File: config.mk
export PLATFORM = sky130hd
export DESIGN_NAME = friscv_cache_rd_arbiter
export DESIGN_NICKNAME = d
export VERILOG_FILES = /design/src/rtl/friscv_cache_rd_arbiter_pkg.sv /design/src/rtl/friscv_cache_ostd_counter.sv /design/src/rtl/friscv_cache_rd_arbiter.sv
export SDC_FILE = /design/constraint.sdc
export NUM_CORES = 1
export LEC_CHECK = 0
export ABC_AREA = 1
export CORE_AREA = 4 4 219 221
export DETAILED_ROUTE_END_ITERATION = 6
export DIE_AREA = 0 0 223 225
export RECOVER_POWER = 50
export SETUP_SLACK_MARGIN = 0.1
export SYNTH_ARGS = -nofsm -noshare
export SYNTH_HDL_FRONTEND = slang
export SYNTH_SLANG_ARGS = --single-unit
File: constraint.sdc
create_clock -name aclk -period 2.7 [get_ports aclk]
set_input_delay 0.54 -clock aclk [delete_from_list [all_inputs] [get_ports aclk]]
set_output_delay 0.54 -clock aclk [all_outputs]
set_load 0.02 [all_outputs]
File: src/rtl/friscv_cache_rd_arbiter_pkg.sv
// Shared types and helpers for the cache read-channel arbiter.
package friscv_cache_rd_arbiter_pkg;

  // Arbiter FSM: free arbitration, or AR held stable while memory stalls.
  typedef enum logic {
    ARB  = 1'b0,
    HOLD = 1'b1
  } arb_fsm;

  // Width of the requester index carried in the memory-side ID MSB.
  localparam int ARB_IDX_W = 1;

  // Round-robin pick between two requesters; rr_ptr breaks ties.
  function automatic logic rr_pick(input logic req0, input logic req1, input logic rr_ptr);
    logic pick;
    if (req0 && req1) begin
      pick = rr_ptr;
    end else if (req1) begin
      pick = 1'b1;
    end else begin
      pick = 1'b0;
    end
    return pick;
  endfunction

endpackage

File: src/rtl/friscv_cache_ostd_counter.sv
// Outstanding-read counter for one requester: counts AR grants up,
// R completions down, and never leaves the range [0, OSTDREQ_NUM].
module friscv_cache_ostd_counter #(
  parameter int OSTDREQ_NUM = 4,
  parameter int CNT_W       = $clog2(OSTDREQ_NUM + 1)
) (
  input  logic             aclk,
  input  logic             aresetn,
  input  logic             srst,
  input  logic             inc,
  input  logic             dec,
  output logic [CNT_W-1:0] count,
  output logic             full,
  output logic             zero
);

  localparam logic [CNT_W-1:0] CNT_MAX  = CNT_W'(OSTDREQ_NUM);
  localparam logic [CNT_W-1:0] CNT_ONE  = CNT_W'(1);
  localparam logic [CNT_W-1:0] CNT_ZERO = CNT_W'(0);

  // Count register: simultaneous inc and dec leave the value unchanged.
  always_ff @(posedge aclk or negedge aresetn) begin
    if (!aresetn) begin
      count <= CNT_ZERO;
    end else if (srst) begin
      count <= CNT_ZERO;
    end else if (inc && !dec && !full) begin
      count <= count + CNT_ONE;
    end else if (dec && !inc && !zero) begin
      count <= count - CNT_ONE;
    end else begin
      count <= count;
    end
  end

  assign full = (count == CNT_MAX);
  assign zero = (count == CNT_ZERO);

endmodule

File: src/rtl/friscv_cache_rd_arbiter.sv
// Shares one memory AXI4 read channel between the icache (s0) and dcache
// (s1) controllers. AR is round-robin arbitrated with the requester index
// prepended to the ID; R beats are routed back using that ID MSB.
module friscv_cache_rd_arbiter
  import friscv_cache_rd_arbiter_pkg::*;
#(
  parameter int AXI_ADDR_W  = 32,
  parameter int AXI_ID_W    = 8,
  parameter int AXI_DATA_W  = 128,
  parameter int OSTDREQ_NUM = 4
) (
  input  logic                  aclk,
  input  logic                  aresetn,
  input  logic                  srst,
  // requester 0 (icache)
  input  logic                  s0_arvalid,
  output logic                  s0_arready,
  input  logic [AXI_ADDR_W-1:0] s0_araddr,
  input  logic [2:0]            s0_arprot,
  input  logic [AXI_ID_W-1:0]   s0_arid,
  output logic                  s0_rvalid,
  input  logic                  s0_rready,
  output logic [AXI_ID_W-1:0]   s0_rid,
  output logic [1:0]            s0_rresp,
  output logic [AXI_DATA_W-1:0] s0_rdata,
  // requester 1 (dcache)
  input  logic                  s1_arvalid,
  output logic                  s1_arready,
  input  logic [AXI_ADDR_W-1:0] s1_araddr,
  input  logic [2:0]            s1_arprot,
  input  logic [AXI_ID_W-1:0]   s1_arid,
  output logic                  s1_rvalid,
  input  logic                  s1_rready,
  output logic [AXI_ID_W-1:0]   s1_rid,
  output logic [1:0]            s1_rresp,
  output logic [AXI_DATA_W-1:0] s1_rdata,
  // memory side
  output logic                  m_arvalid,
  input  logic                  m_arready,
  output logic [AXI_ADDR_W-1:0] m_araddr,
  output logic [2:0]            m_arprot,
  output logic [AXI_ID_W:0]     m_arid,
  input  logic                  m_rvalid,
  output logic                  m_rready,
  input  logic [AXI_ID_W:0]     m_rid,
  input  logic [1:0]            m_rresp,
  input  logic [AXI_DATA_W-1:0] m_rdata,
  // status
  output logic                  idle,
  output logic                  route_err
);

  localparam int CNT_W = $clog2(OSTDREQ_NUM + 1);

  arb_fsm                 state;
  arb_fsm                 state_nxt;
  logic                   rr_ptr;
  logic [ARB_IDX_W-1:0]   hold_idx;
  logic [ARB_IDX_W-1:0]   grant_idx;
  logic                   grant_valid;
  logic                   ar_hs;
  logic                   active;
  logic                   req0;
  logic                   req1;
  logic                   r_idx;
  logic                   r_hs;
  logic                   route_hit;
  logic [CNT_W-1:0]       cnt0;
  logic [CNT_W-1:0]       cnt1;
  logic                   full0;
  logic                   full1;
  logic                   zero0;
  logic                   zero1;

  // Outputs are forced quiet whenever either reset is asserted.
  assign active = aresetn && !srst;

  assign req0 = s0_arvalid && !full0;
  assign req1 = s1_arvalid && !full1;

  // Grant selection and next-state: ARB picks freely, HOLD freezes the grantee.
  always_comb begin
    state_nxt   = state;
    grant_idx   = 1'b0;
    grant_valid = 1'b0;
    case (state)
      ARB: begin
        grant_idx   = rr_pick(req0, req1, rr_ptr);
        grant_valid = active && (req0 || req1);
        if (grant_valid && !m_arready) begin
          state_nxt = HOLD;
        end else begin
          state_nxt = ARB;
        end
      end
      HOLD: begin
        grant_idx   = hold_idx;
        grant_valid = active && (hold_idx[0] ? s1_arvalid : s0_arvalid);
        // A dropped arvalid abandons the hold without counting anything.
        if (grant_valid && !m_arready) begin
          state_nxt = HOLD;
        end else begin
          state_nxt = ARB;
        end
      end
      default: begin
        state_nxt = ARB;
      end
    endcase
  end

  assign ar_hs = grant_valid && m_arready;

  assign m_arvalid  = grant_valid;
  assign m_araddr   = grant_idx[0] ? s1_araddr : s0_araddr;
  assign m_arprot   = grant_idx[0] ? s1_arprot : s0_arprot;
  assign m_arid     = {grant_idx, (grant_idx[0] ? s1_arid : s0_arid)};
  assign s0_arready = grant_valid && !grant_idx[0] && m_arready;
  assign s1_arready = grant_valid &&  grant_idx[0] && m_arready;

  // R routing by the ID MSB; data and response fan out to both sides.
  assign r_idx     = m_rid[AXI_ID_W];
  assign s0_rvalid = active && m_rvalid && !r_idx;
  assign s1_rvalid = active && m_rvalid &&  r_idx;
  assign s0_rid    = m_rid[AXI_ID_W-1:0];
  assign s1_rid    = m_rid[AXI_ID_W-1:0];
  assign s0_rresp  = m_rresp;
  assign s1_rresp  = m_rresp;
  assign s0_rdata  = m_rdata;
  assign s1_rdata  = m_rdata;
  assign m_rready  = active && (r_idx ? s1_rready : s0_rready);
  assign r_hs      = active && m_rvalid && m_rready;
  assign route_hit = r_hs && (r_idx ? zero1 : zero0);

  // FSM state, round-robin pointer, held grantee and sticky routing error.
  always_ff @(posedge aclk or negedge aresetn) begin
    if (!aresetn) begin
      state     <= ARB;
      rr_ptr    <= 1'b0;
      hold_idx  <= 1'b0;
      route_err <= 1'b0;
    end else if (srst) begin
      state     <= ARB;
      rr_ptr    <= 1'b0;
      hold_idx  <= 1'b0;
      route_err <= 1'b0;
    end else begin
      state <= state_nxt;
      if (ar_hs) begin
        rr_ptr <= ~grant_idx[0];
      end
      if (state == ARB && grant_valid) begin
        hold_idx <= grant_idx;
      end
      if (route_hit) begin
        route_err <= 1'b1;
      end
    end
  end

  // Stray completions (counter already zero) must not disturb the count.
  friscv_cache_ostd_counter #(
    .OSTDREQ_NUM (OSTDREQ_NUM),
    .CNT_W       (CNT_W)
  ) u_cnt0 (
    .aclk    (aclk),
    .aresetn (aresetn),
    .srst    (srst),
    .inc     (ar_hs && !grant_idx[0]),
    .dec     (r_hs && !r_idx && !zero0),
    .count   (cnt0),
    .full    (full0),
    .zero    (zero0)
  );

  friscv_cache_ostd_counter #(
    .OSTDREQ_NUM (OSTDREQ_NUM),
    .CNT_W       (CNT_W)
  ) u_cnt1 (
    .aclk    (aclk),
    .aresetn (aresetn),
    .srst    (srst),
    .inc     (ar_hs && grant_idx[0]),
    .dec     (r_hs && r_idx && !zero1),
    .count   (cnt1),
    .full    (full1),
    .zero    (zero1)
  );

  assign idle = zero0 && zero1 && !m_arvalid;

endmodule

==> results_dict.tcl <==
set metrics [dict create \
    status "complete, no violations" \
    nets 649 \
    fin_ws_ns 0.180 \
    synth_mux_area_share_pct 0 \
    dp.cells 1011 \
    fmax_ghz 0.397 \
    grt_max_degree 24 \
    ios 562 \
    vias 2507 \
    finalSetupViolCount 0 \
    leakage_uw 0.00166 \
    synth_common_cells "buf_4, nand2_1, inv_1, dfrtp_1, nor2_1" \
    ys_types 29 \
    synth_top_family_by_area "buffers and inverters" \
    r2r-end "u_cnt1.count[2]$_DFFE_PN0P_" \
    cp_cell_sequence "dlygate4sd3_1 > nand2_2 > nor2_2 > nand3_4 > buf_4 > nor2_4 > buf_4 > buf_12" \
    clk_path_buf_depth 2 \
    dp_hpwl_um 12900 \
    port_buffers 147 \
    synth_simple_gate_area_share_pct 24.4 \
    crit_path_max_fanout 4 \
    synth_fp_nets 760 \
    synth_compound_area_share_pct 2.27 \
    syn2layout_area_growth_pct 13.8 \
    worst_pin_slew_ns 0.227 \
    fin_crit_ns 2.52 \
    yosys_warnings 0 \
    cpPeakStageDelay_ns 0.56 \
    critPathKind "in -> out" \
    rsz0062_at_grt "true" \
    clockRootBuffer "clkbuf_16" \
    setup.worst_path.end "s1_arready" \
    ys_seq_area_share_pct 7.32 \
    synth_adder_area_share_pct 1.17 \
    period_share_pct 93.3 \
    antenna_cells 0 \
    drive_gt1_share_pct 24.0 \
    r2r_cells 15 \
    grt_overflow 0 \
    async_reset_ff_share_pct 100 \
    yosysTopAreaCell "buf_4" \
    synth_edf_count 0 \
    end_kind "output pin" \
    irDropWorstVdd_v 0.000244 \
    avgSynthCellArea_um2 6.52 \
    wl_per_cell_um 15.4 \
    cp.arrival_ns 1.98 \
    gp_congestion 0.784 \
    firstDrtPassIters 4 \
    fin_skew_ns 0.00252 \
    worstSetupStartpoint "aresetn" \
    numCtsBuffers 3 \
    hold_path_class "reg -> reg" \
    postRouteAntennaNets 0 \
    cp_slowest_cell "dlygate4sd3_1" \
    timing.hold.ws_ns 0.514 \
    rows 79 \
    synthXorXnorAreaFrac_pct 0.512 \
    layout.cells.non_filler 1019 \
    start_kind "input port" \
    r2r_start "u_cnt1.count[0]$_DFFE_PN0P_" \
    clk_pin_slew_ns 0.04 \
    cts_sinks 10 \
    cp.required_ns 2.16 \
    netlist_instances 524 \
    final_hold_viol_count 0 \
    cts.htree.levels 1 \
    synth-seq-cells 10 \
    nFillCells 5406 \
    antenna_found_initial 1 \
    rrSetupSlack_ns 0.44 \
    hold_buffers 0 \
    slew_viol_final 0 \
    cts_tree "yes" \
    die_h_um 225 \
    drt-initial-drc-count 133 \
    die_area_um2 50200 \
    coreArea_um2 46200 \
    routed_wirelength_um 15700 \
    vias_per_cell 2.46 \
    netlist_area_um2 3420 \
    start_util_pct 7.41 \
    die_w_um 223 \
    drcViolationCount 0 \
    clkLatencyLatePin_ns 0.24 \
    timing.critical_path.mode_cell "buf_4" \
    grt_pass1_wl_um 20600 \
    pre_cts_ws_ns -0.290 \
    grt_pass1_vias 2625 \
    synth_ff_type "dfrtp_1" \
    tns_ns 0 \
    synth_top_area_share_pct 60.8 \
    synthTopCellsByArea "buf_4, nand2_1, dfrtp_1, inv_1, fa_1" \
    place_area_um2 3790 \
    power-per-cell-area_nw_per_um2 320 \
    synth.most_common_cell "buf_4" \
    cap_violations 0 \
    maxSlewHeadroom_pct 84.9 \
    postLayoutCellArea_um2 3890 \
    grt.total_usage_pct 5.74 \
]
-- critical path: cells and delay by family --
family	cells	cell delay, ns
buffers and inverters	4	0.99
AND/OR/NAND/NOR	4	0.44
-- worst min-delay path by stage --
stage / from / end / slack, ns / depth (start not counted)
final: route_err$_DFFE_PN0P_ / route_err$_DFFE_PN0P_ / 0.51 / 2
after global routing: route_err$_DFFE_PN0P_ / route_err$_DFFE_PN0P_ / 0.53 / 2
after CTS: route_err$_DFFE_PN0P_ / route_err$_DFFE_PN0P_ / 0.51 / 2
after detailed placement: route_err$_DFFE_PN0P_ / route_err$_DFFE_PN0P_ / 0.51 / 2
after global placement: route_err$_DFFE_PN0P_ / route_err$_DFFE_PN0P_ / 0.50 / 2
after floorplan: aresetn / hold_idx$_DFFE_PN0P_ / 0.24 / 0
-- power by group --
group	leakage (µW)	switching, µW	internal, µW
logic	0.00149	401	375
registers	0.000133	10.5	166
clock network	0.0000442	69.7	223
total	0.00166	481	763
-- stage by stage --
stage | power, µW | utilization, %
2_1_floorplan | 1100 | -
3_3_place_gp | 951 | 8.20
3_5_place_dp | 961 | 8.20
4_1_cts | 1270 | 8.40
5_1_grt | 1330 | 8.42
6_report | 1240 | 8.42
-- repair_timing --
action                     4_1_cts  5_1_grt
cloned                           2        0
setup endpoints to repair       42       40
setup buffers                    2        0
pin swaps                        1        1
gates resized for setup        154        3
-- sequential cells by signal (all words and copies together), names as in the netlist --
| name | count |
|---|---|
| route_err | 1 |
| u_cnt1.count | 3 |
| state | 1 |
| u_cnt0.count | 3 |
| rr_ptr | 1 |
| hold_idx | 1 |
-- cells by family (layout without fill, tap and decap cells) --
| logic type | Yosys count | in the layout |
|---|---|---|
| buffers and inverters | 305 | 193 |
| AOI/OAI and AO/OA | 11 | 11 |
| and+or+nand+nor | 194 | 194 |
| adders and majority gates | 2 | 2 |
| DFF | 10 | 10 |
| xor gates and xnor gates | 2 | 2 |
-- cell usage in the layout (no fill, tap or decap), types with 3 or more instances in the layout --
cell and count:
a21oi_1 4, buf_12 12, buf_2 21, buf_4 20
clkbuf_16 3, clkdlybuf4s15_2 14, clkdlybuf4s50_1 93, dfrtp_1 10
dlygate4sd2_1 5, inv_1 15, nand2_1 153, nand2_2 6
nand3_1 6, nand3_2 3, nand4_1 5, nor2_1 10
nor2_2 4
-- layout make-up --
class                      count  area (µm²)  area share [%]
timing repair buffer         171        1730            44.5
tap                          607         759            19.5
sequential                    10         250            6.44
inverter                      18        75.1            1.93
multi-input combinational    209         986            25.4
clock buffer                   4        88.8            2.28
-- per-layer routing --
metal,global-route usage (%),vias up,share of wire (%)
met5,0,-,0
met4,2.62,0,5.2
met3,4.78,80,20
met2,9.52,346,46
met1,5.01,996,29
li1,-,1085,-
(Power assumes the default switching activity.)
